`src/rtl/fan_pwm_driver.sv`:
```
// fan_pwm_driver
// Turns the signed PID controller output into a glitch-free PWM drive for a fan.
// Duty is only re-evaluated at PWM period boundaries. A start from standstill
// can be preceded by a kick-start burst at full duty. The driver also paces the
// PID core with clk_en_PID_o, once every PID_DIV PWM periods.
//
// Ports
//   clk_i         system clock
//   rstn_i        asynchronous active-low reset
//   enable_i      driver enable; low forces the fan off on the next edge
//   prescale_i    PWM tick every prescale_i+1 clocks
//   kick_en_i     allow the kick-start burst when leaving OFF
//   ctrl_value_i  signed PID output; negative values clamp to 0
//   pwm_o         registered PWM drive
//   clk_en_PID_o  one-clock PID update strobe
//   duty_o        duty in effect for the current period
//   kick_o        high while the kick-start burst is running
//
// state | meaning
// ------+-------------------------------------------------------------
// OFF   | fan stopped, duty 0, waiting for a non-zero request
// KICK  | full-duty burst of KICK_PERIODS periods before regulating
// RUN   | duty follows the clamped request, sampled once per period
module fan_pwm_driver #(
   parameter int ADC_BITWIDTH       = 8,
   parameter int PRESCALER_BITWIDTH = 4,
   parameter int KICK_PERIODS       = 4,
   parameter int PID_DIV            = 2
) (
   input  logic                          clk_i,
   input  logic                          rstn_i,
   input  logic                          enable_i,
   input  logic [PRESCALER_BITWIDTH-1:0] prescale_i,
   input  logic                          kick_en_i,
   input  logic signed [ADC_BITWIDTH:0]  ctrl_value_i,
   output logic                          pwm_o,
   output logic                          clk_en_PID_o,
   output logic [ADC_BITWIDTH-1:0]       duty_o,
   output logic                          kick_o
);

   localparam int KW = (KICK_PERIODS > 1) ? $clog2(KICK_PERIODS) : 1;
   localparam int PW = (PID_DIV > 1) ? $clog2(PID_DIV) : 1;

   localparam logic [ADC_BITWIDTH-1:0] DUTY_FULL = '1;
   // Last PWM count of a period: the period is 2^N-1 ticks so that full duty
   // keeps the output permanently high.
   localparam logic [ADC_BITWIDTH-1:0] CNT_LAST  = {{(ADC_BITWIDTH-1){1'b1}}, 1'b0};
   localparam logic [KW-1:0]           KICK_LAST = KW'(KICK_PERIODS - 1);
   localparam logic [PW-1:0]           PID_LAST  = PW'(PID_DIV - 1);

   typedef enum logic [1:0] {
      S_OFF  = 2'd0,
      S_KICK = 2'd1,
      S_RUN  = 2'd2
   } state_t;

   state_t                          state_q, state_d;
   logic [ADC_BITWIDTH-1:0]         duty_q, duty_d;
   logic [KW-1:0]                   kick_cnt_q, kick_cnt_d;
   logic [PRESCALER_BITWIDTH-1:0]   pre_cnt_q;
   logic [ADC_BITWIDTH-1:0]         cnt_q, cnt_d;
   logic [PW-1:0]                   per_cnt_q;
   logic                            first_q;
   logic                            pwm_q;
   logic                            strobe_q;
   logic [ADC_BITWIDTH-1:0]         req;
   logic                            req_zero;
   logic                            tick;
   logic                            boundary;

   // Negative requests are the only overflow case; the magnitude range tops out
   // at full duty.
   assign req      = ctrl_value_i[ADC_BITWIDTH] ? '0 : ctrl_value_i[ADC_BITWIDTH-1:0];
   assign req_zero = (req == '0);

   assign tick     = enable_i && (pre_cnt_q == prescale_i);
   // first_q turns the first tick after enable into a period boundary so the
   // request is picked up immediately instead of after a full idle period.
   assign boundary = tick && (first_q || (cnt_q == CNT_LAST));
   assign cnt_d    = boundary ? '0 : cnt_q + ADC_BITWIDTH'(1);

   always_comb begin
      state_d    = state_q;
      duty_d     = duty_q;
      kick_cnt_d = kick_cnt_q;
      if (boundary) begin
         case (state_q)
            S_OFF: begin
               if (!req_zero) begin
                  if (kick_en_i) begin
                     state_d    = S_KICK;
                     duty_d     = DUTY_FULL;
                     kick_cnt_d = '0;
                  end else begin
                     state_d = S_RUN;
                     duty_d  = req;
                  end
               end
            end
            S_KICK: begin
               if (req_zero) begin
                  state_d    = S_OFF;
                  duty_d     = '0;
                  kick_cnt_d = '0;
               end else if (kick_cnt_q == KICK_LAST) begin
                  state_d    = S_RUN;
                  duty_d     = req;
                  kick_cnt_d = '0;
               end else begin
                  kick_cnt_d = kick_cnt_q + KW'(1);
               end
            end
            S_RUN: begin
               if (req_zero) begin
                  state_d = S_OFF;
                  duty_d  = '0;
               end else begin
                  duty_d = req;
               end
            end
            default: begin
               state_d    = S_OFF;
               duty_d     = '0;
               kick_cnt_d = '0;
            end
         endcase
      end
   end

   always_ff @(posedge clk_i or negedge rstn_i) begin
      if (!rstn_i) begin
         state_q    <= S_OFF;
         duty_q     <= '0;
         kick_cnt_q <= '0;
      end else if (!enable_i) begin
         state_q    <= S_OFF;
         duty_q     <= '0;
         kick_cnt_q <= '0;
      end else if (tick) begin
         state_q    <= state_d;
         duty_q     <= duty_d;
         kick_cnt_q <= kick_cnt_d;
      end
   end

   always_ff @(posedge clk_i or negedge rstn_i) begin
      if (!rstn_i) begin
         pre_cnt_q <= '0;
         cnt_q     <= '0;
         per_cnt_q <= '0;
         first_q   <= 1'b1;
         pwm_q     <= 1'b0;
         strobe_q  <= 1'b0;
      end else if (!enable_i) begin
         pre_cnt_q <= '0;
         cnt_q     <= '0;
         per_cnt_q <= '0;
         first_q   <= 1'b1;
         pwm_q     <= 1'b0;
         strobe_q  <= 1'b0;
      end else begin
         pre_cnt_q <= tick ? '0 : pre_cnt_q + PRESCALER_BITWIDTH'(1);
         strobe_q  <= boundary && (per_cnt_q == PID_LAST);
         if (tick) begin
            cnt_q   <= cnt_d;
            // Compare against the duty of the period being entered, so the
            // boundary edge already carries the new period's first level.
            pwm_q   <= (cnt_d < duty_d);
            first_q <= 1'b0;
         end
         if (boundary) begin
            per_cnt_q <= (per_cnt_q == PID_LAST) ? '0 : per_cnt_q + PW'(1);
         end
      end
   end

   assign pwm_o        = pwm_q;
   assign clk_en_PID_o = strobe_q;
   assign duty_o       = duty_q;
   assign kick_o       = (state_q == S_KICK);

endmodule

```
`config.mk`:
```
export PLATFORM = sky130hd
export DESIGN_NAME = fan_pwm_driver
export DESIGN_NICKNAME = d
export VERILOG_FILES = /design/src/rtl/fan_pwm_driver.sv
export SDC_FILE = /design/constraint.sdc
export NUM_CORES = 1
export LEC_CHECK = 0
export CORE_ASPECT_RATIO = 0.6
export CORE_MARGIN = 5
export CORE_UTILIZATION = 40
export DETAILED_ROUTE_END_ITERATION = 6
export GPL_TIMING_DRIVEN = 0
export MAX_ROUTING_LAYER = met4
export PLACE_DENSITY = 0.74
export SYNTH_ARGS = -nofsm -noshare
export SYNTH_HDL_FRONTEND = slang
export SYNTH_SLANG_ARGS = --single-unit
```
`constraint.sdc`:
```
create_clock -name clk_i -period 6.14 [get_ports clk_i]
set_input_delay 0.614 -clock clk_i [delete_from_list [all_inputs] [get_ports clk_i]]
set_output_delay 0.614 -clock clk_i [all_outputs]
set_load 0.005 [all_outputs]
```
[After elaboration in Yosys (flattened, before gate mapping)]
Index checks and enable logic that the tools add are counted.
Storage, ports and cells
  output and inout port bits: 11
  bits of input ports: 17
  latch bits: 0
  logic and storage cells: 74
  ROM bits: 0
  register bits: 28
  bits in writable memories: 0
  memories: 0
Operators by class
  divide/modulo/power cells: 0
  muxes and demuxes: 40
  bitwise operators: 0
  reductions and logical operators: 8
  magnitude comparators: 1
  multiply operators: 0
  eq/ne operators: 12
  shifts and indexed selects: 0
  $add $sub $neg: 4
Operators with widths (number)
  $mux 8: 12
  $mux 2: 15
  $pmux 8 s3: 1
  $pmux 2 s3: 2
  $reduce_and 5->1: 2
  $ne 3x3->1 const B: 3
  $add 8x1->8 const B: 1
  $eq 8x8->1 const B: 1
  $logic_not 8->1: 1
  $lt 8x8->1: 1
  $mux 1: 8
  $mux 4: 2
  $add 4x1->4 const B: 1
  $eq 2x2->1 const B: 2
  $eq 4x4->1: 1
  $ne 2x1->1 const B: 2
  $ne 4x2->1 const B: 1
  $logic_and 1x1->1: 3
  $add 2x1->2 const B: 1
  $eq 2x1->1 const B: 1
  $logic_not 2->1: 1
  $ne 2x2->1 const B: 1
  $add 1x1->1 const B: 1
  $logic_or 1x1->1: 1

[Depth between registers and ports, before layout]
Gate-level depths: netlist (run 1).
  word-level depth: 8
  mapped depth: 13
  gate-level depth less buffers: 12

[Least setup slack after synthesis (run 1)]
No wires, ideal clock.
  kind: input to register
  start: input port prescale_i[1]
  end: register pwm_q (netlist: pwm_o)
  setup time: 101 ps
  required time: 6039 ps
  slack: 3195 ps
  cell stages on the path: 10
  data arrival time: 2844 ps
  path through: xor2_1 -> nor4_4 -> and3_1 -> buf_2 -> nor2_1 -> ha_1 -> or3_1 -> a221oi_1 -> o211ai_1 -> o32ai_1
Between the ends
  longest elaborated chain between the ends: 7
  elaborated cells between the ends (all ways): 9
  those cells by class: order compare: 1; eq/ne: 2; mux: 4; reduce/logical: 2
RTL lines
  start: declaration: RTL line 33  | input logic [PRESCALER_BITWIDTH-1:0] prescale_i,
  $eq 4x4->1 (*): RTL line 77  | assign tick = enable_i && (pre_cnt_q == prescale_i);
  $logic_and 1x1->1 (*): RTL line 77
  $logic_and 1x1->1: RTL line 80  | assign boundary = tick && (first_q || (cnt_q == CNT_LAST));
  $mux 8 (on tied branches): RTL line 81, 87
  $lt 8x8->1: RTL line 169  | pwm_q <= (cnt_d < duty_d);
  $mux 1: RTL line 165  | if (tick) begin
  $mux 1: RTL line 155  | end else if (!enable_i) begin
  end signal: assignment: RTL line 169
  end: declaration: RTL line 65  | logic pwm_q;
Mark *: on every way between the ends. The rest lies on a longest branch, timed or not. The select of a mux whose other input is x is not followed.
A chain may end at the register's enable or synchronous reset.

[Worst setup path in the final report (run 1)]
  start: input port ctrl_value_i[5]
  end: register pwm_q (netlist: pwm_o)
Between the ends
  longest elaborated chain between the ends: 8
  elaborated cells between the ends (all ways): 12
  those cells by class: order compare: 1; mux: 10; reduce/logical: 1
RTL lines
  start: declaration: RTL line 35  | input logic signed [ADC_BITWIDTH:0] ctrl_value_i,
  $mux 8 (*): RTL line 74  | assign req = ctrl_value_i[ADC_BITWIDTH] ? '0 : ctrl_value_i[ADC_BITWIDTH-1:0];
  $logic_not 8->1, or another cell as far along: RTL line 75  | assign req_zero = (req == '0);
  $mux 8 (on tied branches): RTL line 115, 102, 90
  $pmux 8 s3 (*): RTL line 88  | case (state_q)
  $mux 8 (*): RTL line 87  | if (boundary) begin
  $lt 8x8->1 (*): RTL line 169
  $mux 1 (*): RTL line 165
  $mux 1 (*): RTL line 155
Marks and branches as above.

==> results of run 1 <==
==> worst paths after layout <==
check / endpoint / start / slack, ps
max: pwm_o$_DFFE_PN0N_ / ctrl_value_i[5] / 2480
min: cnt_q[6]$_DFFE_PN0N_ / rstn_i / 340
max reg2reg: pwm_o$_DFFE_PN0N_ / pre_cnt_q[0]$_DFF_PN0_ / 2980
min reg2reg: first_q$_DFFE_PN1N_ / first_q$_DFFE_PN1N_ / 480
max in group asynchronous: pre_cnt_q[3]$_DFF_PN0_ / rstn_i / 5370
min in group clk_i: first_q$_DFFE_PN1N_ / first_q$_DFFE_PN1N_ / 480
==> power breakdown <==
part	switching (uW)	internal [uW]	total [uW]
Combinational	61.2	44.2	105
Sequential	7.72	192	200
Clock	58.0	46.6	105
==> cell usage in the layout (no fill, tap or decap), drive strengths merged, types with 4 or more instances in the layout <==
| master | Yosys | layout |
|---|---|---|
| dfrtp | 27 | 27 |
| clkdlybuf4s50 | 0 | 25 |
| nor2 | 20 | 20 |
| nand3 | 19 | 19 |
| a21oi | 18 | 18 |
| nand2 | 11 | 11 |
| ha | 11 | 11 |
| xor2 | 10 | 10 |
| clkbuf | 6 | 10 |
| o31ai | 8 | 8 |
| nand2b | 7 | 7 |
| a211oi | 7 | 7 |
| a21o | 6 | 6 |
| inv | 6 | 6 |
| buf | 4 | 5 |
| a31oi | 4 | 4 |
| o21ai | 4 | 4 |
| a31o | 4 | 4 |
==> routing by layer <==
| layer | GRT usage (%) | vias to the layer above | wire length (um) |
|---|---|---|---|
| met3 | 4.93 | 7 | 423 |
| li1 | - | 869 | - |
| met4 | 2.99 | 0 | 51 |
| met2 | 21.9 | 65 | 2000 |
| met1 | 26.4 | 818 | 2640 |
| met5 | - | - | 0 |
==> metrics by stage <==
step	cell area, um^2	power, uW	hold WS [ps]
after global routing	2370	435	392
after floorplan	1990	265	318
final	2370	410	342
after global placement	2330	306	457
after CTS	2370	413	478
after detailed placement	2330	308	463
==> logic make-up (layout without fill, tap and decap cells) <==
| family | after synthesis | after routing |
|---|---|---|
| and+or+nand+nor | 80 | 80 |
| AOI/OAI and AO/OA | 65 | 65 |
| DFF | 28 | 28 |
| buffers and inverters | 16 | 46 |
| xor gates and xnor gates | 13 | 13 |
| adders and majority gates | 11 | 11 |
| muxes | 4 | 4 |
==> worst max-delay path, stage by stage <==
cell             delay (ps)
clkdlybuf4s50_1         520
nor4_4                  520
a21o_1                  230
buf_2                   260
a31oi_1                 110
a21oi_1                 210
a21oi_1                  70
ha_1                    200
or3_1                   340
a221oi_1                240
o211ai_1                180
o32ai_1                 320
==> registers in the layout, indices dropped and copies added (netlist names) <==
name and cells:
state_q 2, first_q 1, pwm_o 1, pre_cnt_q 4, kick_cnt_q 2, clk_en_PID_o 1, duty_o 8, per_cnt_q 1
cnt_q 8
==> area by class of cell <==
type | instances | area [um^2] | share of cell area [%]
multi-input cells | 173 | 1220 | 51.5
flip-flops and latches | 28 | 702 | 29.7
well taps | 63 | 78.8 | 3.33
repair buffers | 26 | 255 | 10.8
inverters | 6 | 22.5 | 0.951
plain buffers | 10 | 43.8 | 1.85
clock buffers | 4 | 45.0 | 1.90
==> metrics.csv, run 1 <==
stage;metric;value;unit
final_layout;Area growth, synth to finish;19.1;%
timing;fin. max-slew vios;0;
logic_synthesis;top post-synthesis cells by area;dfrtp_1, ha_1, nand3_1;
timing;Max Fclk;274;MHz
logic_synthesis;async set-reset flop share out of synthesis;100;%
place;HPWL Detailed;3980;um
final_layout;final net count;276;
routing;wire per inst;16.5;um
timing;RSZ-0062 raised after global routing;false;
logic_synthesis;Synth area leader;dfrtp_1;
job;max cap viols;0;
worst_setup_path;Setup CP Type;input pin to flop;
clocking;root buf cell;clkbuf_8;
final_layout;Fill cells;465;
timing;fin crit period;3660;ps
routing;routed via count;1759;
worst_setup_path;Setup crit end kind;flop;
logic_synthesis;simple-gate share of the synthesized area;23.5;%
timing;setup TNS;0;ps
logic_synthesis;count leader, synth;dfrtp_1;
die;die width;101;um
routing;Starting DRT DRC Count;142;
timing;slew margin rel.;57.5;%
routing;DRT Wirelength;5120;um
final_layout;share of layout cells above drive strength 1;8.10;%
routing;via/cell ratio;5.67;
worst_setup_path;worst-path maximum fanout;10;
clocking;hold buffer count at CTS;0;
routing;Final ANT Viol Nets;0;
power;leakage;0.00102;uW
hold_path;Hold Path Class;input pin to asynchronous set/reset pin;
place;routability cong.;0.840;
grt;first-pass GRT wire length;8620;um
clocking;# H-tree levels;1;
timing;Least-Margin Pin Slew;637;ps
clocking;Num CTS Buffers;3;
logic_synthesis;post-synth top area share;34.0;%
final_layout;Post-Layout Cell Count;310;
clocking;post-CTS setup buffers;0;
grt;initial antenna violation count;0;
logic_synthesis;Synth Area in XOR/XNOR;5.73;%
clocking;Clock transition at path regs;100;ps
logic_synthesis;largest family of logic cells by synthesized area;simple AND/OR/NAND/NOR gates;
logic_synthesis;predominant post-synthesis flop cell;dfrtp_1;
place;Placed Cells;306;
place;pre-CTS WS;2250;ps
routing;DRC viols;0;
die;FP Rows;19;
logic_synthesis;Post-Synthesis Cells;217;
die;die area;6530;um^2
final_layout;diode count;0;
die;chip height;64.6;um
logic_synthesis;Synth Warn #;0;
logic_synthesis;sequential element share of the synthesized area;35.3;%
place;Port Buffer Count;26;
logic_synthesis;FF+latch count, synth;28;
final_layout;utilization after layout;50.5;%
logic_synthesis;EDFF count, synth;0;
logic_synthesis;Synth Area per Inst;9.16;um^2
logic_synthesis;Distinct cells, synth;48;
logic_synthesis;post-synthesis adder-cell area fraction;6.92;%
timing;period utilization;59.5;%
worst_setup_path;CP arrival;3830;ps
clocking;CTS tree;done;
die;# IOs;28;
routing;drt pass-1 iters;4;
timing;min setup slack post-route;2480;ps
logic_synthesis;mux cell area share after synthesis;2.14;%
grt;vias in the first global route;1686;
worst_setup_path;Worst Setup Start Kind;input pin;
clocking;Clock Sinks;28;
power;pwr/cell area;173;nW/um^2
timing;Clock Skews;8.22;ps
clocking;clk_lat worst skew;280;ps
logic_synthesis;syn_nets;245;
run_status;run status;finished, final reports clean;
grt;Congestion Overflow GR;0;
logic_synthesis;Synth top cells by count;dfrtp_1, nor2_1, nand3_1;
grt;Total GRT Usage;17.1;%
timing;Setup violations, final;0;
clocking;Post-CTS Resized;0;
die;Initial Util;42.5;%
die;CORE AREA;4680;um^2
timing;final hold vios;0;
grt;largest net degree at the start of global routing;29;
clocking;clk buf depth;2;
worst_setup_path;worst path required time;6320;ps
logic_synthesis;post-synthesis compound-gate area fraction;23.1;%
logic_synthesis;post-synthesis instance area;1990;um^2
power;VDD IR max;85.2;uV
worst_setup_path;reg2reg path depth;10;
No activity file was read; power rests on OpenSTA's default activity.
==> inputs of run 2 (changes only) <==
==> constraint.sdc (replaced) <==
create_clock -name clk_i -period 3.5 [get_ports clk_i]
set_input_delay 0.35 -clock clk_i [delete_from_list [all_inputs] [get_ports clk_i]]
set_output_delay 0.35 -clock clk_i [all_outputs]
set_load 0.005 [all_outputs]
==> run 2 against run 1 <==
  * Final area grew 0.63%
  * Hold slack lost 260 ps
  * Setup slack lost 2300 ps
  * Global-route usage is the same
  * Non-clock buffer count grew 2
  * Clock-buffer cell count is the same
  * Clock power grew 74%
  * Via count is essentially flat
  * Core utilization grew 0.32 points
  * First-iteration DRC count grew 13%
  * Register-to-register slack lost 2700 ps
==> metrics.csv, run 2 (synthesized netlist as in run 1, its figures left out) <==
stage;metric;value;unit;change
run_status;run status;finished, final reports clean;;
timing;Least-Margin Pin Slew;648;ps;+11.1 ps
job;max cap viols;0;;unchanged
power;Internal Power;497;uW;+76%
routing;routed via count;1758;;-0.057%
clocking;clk buf depth;2;;unchanged
place;routability cong.;0.840;;unchanged
timing;fin crit period;3320;ps;
clocking;# H-tree levels;1;;unchanged
grt;largest net degree at the start of global routing;29;;unchanged
timing;Setup violations, final;0;;unchanged
final_layout;final non-filler cell area;2380;um^2;+0.63%
grt;Congestion Overflow GR;0;;unchanged
routing;DRT Wirelength;5150;um;+0.66%
routing;drt pass-1 iters;4;;unchanged
timing;final hold vios;0;;unchanged
die;FP Rows;19;;unchanged
final_layout;commonest non-fill, non-tap cells in the layout;dfrtp_1, clkdlybuf4s50_1, nor2_1;;
die;Initial Util;42.5;%;unchanged
die;die area;6530;um^2;unchanged
final_layout;most common cell after layout, fill and taps aside;dfrtp_1;;
timing;setup TNS;0;ps;unchanged
place;HPWL Detailed;3980;um;unchanged
worst_setup_path;CP max-delay cell;clkdlybuf4s50_1;;
timing;period utilization;94.9;%;
routing;Final ANT Viol Nets;0;;unchanged
worst_setup_path;Worst R2R End;pwm_o$_DFFE_PN0N_;;
worst_setup_path;Worst path max stage delay;480;ps;-40 ps
power;sequential power share;48.8;%;about the same
power;leakage;0.00103;uW;+1.1%
timing;slew margin rel.;56.8;%;-0.74 points
power;Sw Share;30.9;%;about the same
worst_setup_path;Setup CP Type;input pin to flop;;
routing;wire per inst;16.5;um;about the same
place;dpl cell area;2330;um^2;unchanged
hold_path;Hold Path Class;input pin to asynchronous set/reset pin;;
die;CORE AREA;4680;um^2;unchanged
clocking;Post-CTS Resized;0;;unchanged
clocking;Clock Sinks;28;;unchanged
grt;first-pass GRT wire length;8620;um;unchanged
worst_setup_path;Setup crit end kind;flop;;
routing;DRC viols;0;;unchanged
power;Switch Pwr;223;uW;+75%
clocking;Num CTS Buffers;3;;unchanged
final_layout;Fill cells;463;;-0.43%
clocking;clk_lat worst skew;280;ps;about the same
worst_setup_path;most frequent CP cell;a21oi_1;;
grt;initial antenna violation count;0;;unchanged
clocking;root buf cell;clkbuf_8;;
worst_setup_path;worst-path maximum fanout;10;;unchanged
worst_setup_path;reg2reg path depth;10;;unchanged
worst_setup_path;Worst Setup Start Kind;input pin;;
timing;Max Fclk;301;MHz;
worst_setup_path;CP arrival;3500;ps;-330 ps
place;Port Buffer Count;26;;unchanged
final_layout;diode count;0;;unchanged
power;Tot Pwr;720;uW;+76%
clocking;Clock transition at path regs;100;ps;about the same
clocking;hold buffer count at CTS;0;;unchanged
die;# IOs;28;;unchanged
place;Placed Cells;306;;unchanged
power;pwr/cell area;302;nW/um^2;+74%
worst_setup_path;Critical Path Source;ctrl_value_i[0];;
power;VDD IR max;150;uV;+76%
final_layout;Post-Layout Cell Count;312;;+0.65%
worst_setup_path;worst setup path endpoint;pwm_o$_DFFE_PN0N_;;
final_layout;share of layout cells above drive strength 1;8.84;%;+0.74 points
routing;via/cell ratio;5.63;;-0.70%
timing;RSZ-0062 raised after global routing;false;;
power;clock share of power;25.5;%;about the same
die;die width;101;um;unchanged
worst_setup_path;R2R Path Start;pre_cnt_q[1]$_DFF_PN0_;;
final_layout;Area growth, synth to finish;19.8;%;
timing;Clock Skews;7.71;ps;-0.513 ps
grt;Total GRT Usage;17.1;%;unchanged
grt;vias in the first global route;1686;;unchanged
worst_setup_path;r2r setup slk;330;ps;-2650 ps
clocking;CTS tree;done;;
die;chip height;64.6;um;unchanged
worst_setup_path;worst path required time;3680;ps;-2640 ps
worst_setup_path;crit-path cells;clkdlybuf4s50_1 -> nor4_4 -> a21o_1 -> buf_2 -> a31oi_1 -> a21oi_1 -> a21oi_1 -> ha_1 -> or3_1 -> a221oi_1 -> o211ai_1 -> o32ai_1;;
final_layout;final net count;278;;+0.72%
power;Logic pwr share;25.8;%;about the same
timing;fin. max-slew vios;0;;unchanged
routing;Starting DRT DRC Count;160;;+13%
[run 2: cell count changes in the layout (fill, tap and decap cells not counted)]
cell	change
buf_4	+2
[run 2: metrics by stage]
step                hold slack (ps)  util [%]  setup slack (ps)
floorplan                      54.4         -               788
global placement                457      49.7             -95.6
detailed placement              463      49.7              -129
CTS                             478      50.7               145
global route                    128      50.9              5.66
finish                         84.3      50.9               178
[run 2: layout make-up]
cell class	instances	area [um^2]	area share (%)
inverter	6	22.5	0.945
timing repair buffer	28	270	11.3
clock buffer	4	45.0	1.89
multi-input combinational	173	1220	51.2
sequential	28	702	29.5
buffer	10	43.8	1.84
tap	63	78.8	3.31
[run 2: power groups by stage]
stage	combinational, uW	sequential (uW)	clock [uW]
global placement	180	357	0
detailed placement	183	357	0
floorplan	111	355	0
finish	185	351	183
global route	205	354	206
CTS	184	351	190
[run 2: worst min path at each step]
stage / from / to / slack (ps) / cells past startpoint
after CTS: first_q$_DFFE_PN1N_ / first_q$_DFFE_PN1N_ / 480 / 2
final: rstn_i / duty_o[6]$_DFFE_PN0N_ / 80 / 1
after floorplan: rstn_i / clk_en_PID_o$_DFF_PN0_ / 50 / 0
after detailed placement: first_q$_DFFE_PN1N_ / first_q$_DFFE_PN1N_ / 460 / 2
after global routing: rstn_i / cnt_q[2]$_DFFE_PN0N_ / 130 / 1
after global placement: first_q$_DFFE_PN1N_ / first_q$_DFFE_PN1N_ / 460 / 2
[run 2: per-layer routing]
metal,track usage [%],routed length [um],vias to the layer above
li1,-,-,873
met1,26.4,2650,815
met2,21.9,1990,65
met3,4.93,470,5
met4,2.99,37,0
met5,-,0,-
[run 2: what timing repair did]
action                     in CTS  in global routing
hold endpoints to repair        0                  0
setup endpoints to repair       0                  1
setup buffers                   0                  2
[run 2: critical path: cells and delay by family]
family                     cells  cell delay, ps
adders and majority gates      1             200
and+or+nand+nor                2             820
AOI/OAI and AO/OA              7            1400
buffers and inverters          2             730
==> RTL change 1: new RTL, settings of run 2 <==
Change the parameter `PID_DIV` from 2 to 4.
--- a/src/rtl/fan_pwm_driver.sv
+++ b/src/rtl/fan_pwm_driver.sv
@@ -25,7 +25,7 @@
    parameter int ADC_BITWIDTH       = 8,
    parameter int PRESCALER_BITWIDTH = 4,
    parameter int KICK_PERIODS       = 4,
-   parameter int PID_DIV            = 2
+   parameter int PID_DIV            = 4
 ) (
    input  logic                          clk_i,
    input  logic                          rstn_i,
Function: no difference found for any inputs over 10 cycles, from zero or initial values and one cycle with rstn_i low; that may be too few to reach the edited logic, so the function may still have changed.
==> RTL change 1 against run 2 <==
- sequential cell count increased by 1
- first-iteration DRC count shrank 68%
- cell area is 7.7% higher
- global-route usage shrank 0.35 points
- setup slack gained 0.010 ns
- total power grew 16%
- wire length up 3.6%
- area after synthesis increased by 5.5%
- largest cell class unchanged
- largest power group unchanged
==> RTL change 1: results (changes against run 2) <==
stage;metric;value;unit;change
power_and_ir_drop;power.internal;617;uW;+24%
drt;avgRoutedWirePerCell;16.0;um;-3.2%
place;place_congestion;0.910;;+8.3%
logic_synthesis;ys_seq_area_share;34.6;%;-0.66 points
place;portBuffers;27;;+3.8%
grt;grt_pass1_wl;8.92;mm;+3.5%
sta;slew_headroom;57.0;%;+0.14 points
setup_path;startpoint;ctrl_value_i[5];;
drt;avgViaCountPerCell;5.77;;+2.4%
sta;whs;0.0840;ns;-0.000267 ns
power_and_ir_drop;p_seq_share;42.3;%;-6.5 points
drt;drtPass1Iterations;6;;+2
final_layout;num-nets-final;296;;+6.5%
logic_synthesis;synth.distinct_cells;53;;+10%
power_and_ir_drop;p_clk_share;41.1;%;+16 points
logic_synthesis;syn-num-nets;262;;+6.9%
setup_path;r2r-start;cnt_q[0];;
grt;grt_use_met3;3.90;%;-1.0 points
sta;finClkSkew;0.00842;ns;+0.000710 ns
cts;clk_pin_slew;0.07;ns;-0.03 ns
final_layout;drive_above_1_share;8.58;%;-0.25 points
place;dpl.cell_count;326;;+6.5%
grt;first_global_vias;1726;;+2.4%
drt;met2_length;2.06;mm;+3.5%
final_layout;fillers;498;;+7.6%
outcome;status;finished, final reports clean;;
grt;grt_max_degree;30;;+3.4%
logic_synthesis;synth_adder_area_share;7.16;%;+0.23 points
setup_path;arrival;3.51;ns;about the same
logic_synthesis;synth-xor-area-share;3.76;%;-2.0 points
power_and_ir_drop;p_switching;220;uW;-0.97%
grt;grt_util_all_layers;16.8;%;-0.35 points
logic_synthesis;synth.area.top_cells;dfrtp_1 (33%), ha_1 (7.2%), mux2i_1 (5.2%), a21oi_1 (3.6%), nand3_1 (3.3%);;
place;dp_worst_setup_slack;-0.217;ns;-0.0889 ns
place;dpl_cell_area;0.00245;sq mm;+5.3%
setup_path;slowest_stage;or4_4;;
power_and_ir_drop;peakVddDrop;0.000193;V;+29%
cts;clock_latency;0.29;ns;
cts;h-tree-depth;2;;+1
setup_path;ff2ff_path_depth;14;;+4
logic_synthesis;ys_top_cells_by_count;dfrtp_1 (28), a21oi_1 (15), nand3_1 (14), o21ai_0 (14);;
logic_synthesis;muxShareOfSynthArea;5.25;%;+3.1 points
setup_path;r2r_slack;0.38;ns;+0.05 ns
power_and_ir_drop;p_leak;0.998;nW;-2.9%
grt;grt_util_met1;25.6;%;-0.78 points
grt;grtUsageMet2;21.5;%;-0.38 points
cts;cts_buffers;5;;+2
sta;setup_ws;0.189;ns;+0.0100 ns
drt;wl;5.34;mm;+3.6%
drt;wl_met3;469;um;-0.21%
logic_synthesis;synth_compound_area_share;25.3;%;+2.2 points
drt;wl_met1;2.75;mm;+3.9%
logic_synthesis;yosysTopAreaCellShare;33.4;%;-0.59 points
drt;drtIter0Drc;52;;-68%
logic_synthesis;synthCells;233;;+7.4%
setup_path;slowest_delay;0.58;ns;+0.10 ns
place;hpwl;4.02;mm;+1.0%
[RTL change 1: changes by cell type after synthesis, sizes merged, moves of 4 or more]
cell,before,now
o21ai,4,16
nor2,20,10
mux2i,2,11
inv,6,13
o31ai,8,1
a21boi,0,5
nor2b,3,8
a21o,6,2
a2bb2oi,0,4
nand2b,7,3
nand3,19,15
[RTL change 1: final cells by class]
cell class | count | area, sq um | share of cell area, %
plain buffers | 13 | 56.3 | 2.19
clock buffers | 6 | 72.6 | 2.83
clock inverters | 2 | 35.0 | 1.37
inverters | 13 | 48.8 | 1.90
multi-input cells | 178 | 1280 | 49.8
flip-flops and latches | 29 | 727 | 28.3
well taps | 66 | 82.6 | 3.22
repair buffers | 27 | 265 | 10.3
[RTL change 1: critical path: cells and delay by family]
| family | cells | cell delay, ns |
|---|---|---|
| and+or+nand+nor | 1 | 0.58 |
| buffers and inverters | 2 | 0.73 |
| AOI/OAI and AO/OA | 8 | 1.56 |
| adders and majority gates | 1 | 0.28 |
==> RTL change 2: new RTL, settings of run 2 <==
Without the edit above. Re-encode `state_t` (3 states) as one-hot, 3 bits wide.
--- a/src/rtl/fan_pwm_driver.sv
+++ b/src/rtl/fan_pwm_driver.sv
@@ -49,10 +49,10 @@
    localparam logic [KW-1:0]           KICK_LAST = KW'(KICK_PERIODS - 1);
    localparam logic [PW-1:0]           PID_LAST  = PW'(PID_DIV - 1);
 
-   typedef enum logic [1:0] {
-      S_OFF  = 2'd0,
-      S_KICK = 2'd1,
-      S_RUN  = 2'd2
+   typedef enum logic [2:0] {
+      S_OFF  = 3'b001,
+      S_KICK = 3'b010,
+      S_RUN  = 3'b100
    } state_t;
 
    state_t                          state_q, state_d;
Function: same outputs for any inputs over 10 cycles, from zero or initial values and one cycle with rstn_i low; not proved beyond that.
==> RTL change 2 against run 2 <==
- wire length up 6.6%
- count of clock-buffer cells in the layout up 3
- total power up 14%
- sequential cell count up 1
- setup slack better by 0.015 ns
- cell area up 6.7%
- core utilization down 0.093 points
- area after synthesis up 2.5%
- first-iteration DRC count down 17%
- sequential share of layout area down 0.81 points
==> RTL change 2: results (changes against run 2) <==
stage;metric;value;unit;change
outcome;status;finished, final reports clean;;
place;dpl_cell_area;0.00239;sq mm;+2.7%
setup_path;slowest_delay;0.60;ns;+0.12 ns
setup_path;arrival;3.47;ns;-0.03 ns
logic_synthesis;synthCells;226;;+4.1%
final_layout;num-nets-final;290;;+4.3%
final_layout;fillers;470;;+1.5%
place;dp_worst_setup_slack;-0.137;ns;-0.00825 ns
power_and_ir_drop;p_leak;0.985;nW;-4.2%
place;dpl.cell_count;319;;+4.2%
power_and_ir_drop;power_density;324;mW/mm^2;+7.3%
power_and_ir_drop;p_seq_share;42.9;%;-5.9 points
drt;wl_met3;439;um;-6.6%
drt;drtIter0Drc;133;;-17%
final_layout;synthToLayoutAreaGrowth;24.8;%;
drt;wl_met1;2.84;mm;+7.1%
setup_path;slowest_stage;or4_4;;
setup_path;r2r-start;cnt_q[3];;
cts;h-tree-depth;2;;+1
logic_synthesis;synth.area.top_cells;dfrtp_1 (33%), ha_1 (6.8%), a21oi_1 (5.2%), nand2_1 (4.8%), xnor2_1 (3.4%);;
logic_synthesis;synth-xor-area-share;5.16;%;-0.57 points
place;portBuffers;27;;+3.8%
grt;grt_util_met1;28.5;%;+2.1 points
sta;tightestPinTransition;0.791;ns;+0.143 ns
logic_synthesis;ys_top_cells_by_count;dfrtp_1 (27), nand2_1 (26), a21oi_1 (21), nor2_1 (13), ha_1 (11);;
power_and_ir_drop;pwr-share-comb;18.8;%;-7.0 points
grt;first_global_vias;1909;;+13%
grt;grt_max_degree;30;;+3.4%
power_and_ir_drop;peakVddDrop;0.000232;V;+55%
logic_synthesis;synth.distinct_cells;54;;+13%
logic_synthesis;synth_adder_area_share;6.76;%;-0.17 points
power_and_ir_drop;p_switching;234;uW;+5.2%
sta;finClkSkew;0.00419;ns;-0.00352 ns
logic_synthesis;syn-num-nets;254;;+3.7%
drt;met2_length;2.18;mm;+9.2%
final_layout;drive_above_1_share;12.9;%;+4.1 points
logic_synthesis;ys_seq_area_share;35.7;%;+0.44 points
drt;avgViaCountPerCell;5.88;;+4.3%
logic_synthesis;muxShareOfSynthArea;2.83;%;+0.69 points
cts;clk_pin_slew;0.07;ns;-0.03 ns
setup_path;cp_max_fo;4;;-6
grt;grtUsageMet2;23.7;%;+1.8 points
grt;grt_pass1_wl;9.53;mm;+11%
cts;cts_buffers;5;;+2
grt;grt_use_met3;5.62;%;+0.69 points
cts;cts_resized;0;;unchanged
RTL change 2: changes by cell type in the layout (fill, tap and decap cells not counted), moves of 5 or more:
| cell | delta |
|---|---|
| o31ai_1 | -6 |
| xnor2_1 | +5 |
| a21o_1 | -5 |
| nand2b_1 | -5 |
| xor2_1 | -6 |
| nor2_1 | -8 |
| nand2_1 | +15 |
| nand3_1 | -10 |
RTL change 2: worst paths after layout:
path | slack, ns | depth (start not counted) | to
max in group asynchronous | 2.96 | 1 | per_cnt_q
setup reg to reg | 0.27 | 11 | pwm_o
min in group clk_i | 0.47 | 2 | first_q
hold reg to reg | 0.47 | 2 | first_q
setup / recovery | 0.19 | 11 | pwm_o
hold / removal | 0.1 | 1 | duty_o[4]
RTL change 2: area by class of cell:
cell class              instances  share of cell area [%]
plain buffers                  12                    2.26
clock buffers                   7                    3.79
clock inverters                 1                   0.197
inverters                       9                    1.33
multi-input cells             176                    49.5
flip-flops and latches         29                    28.7
well taps                      66                    3.25
repair buffers                 29                    11.0
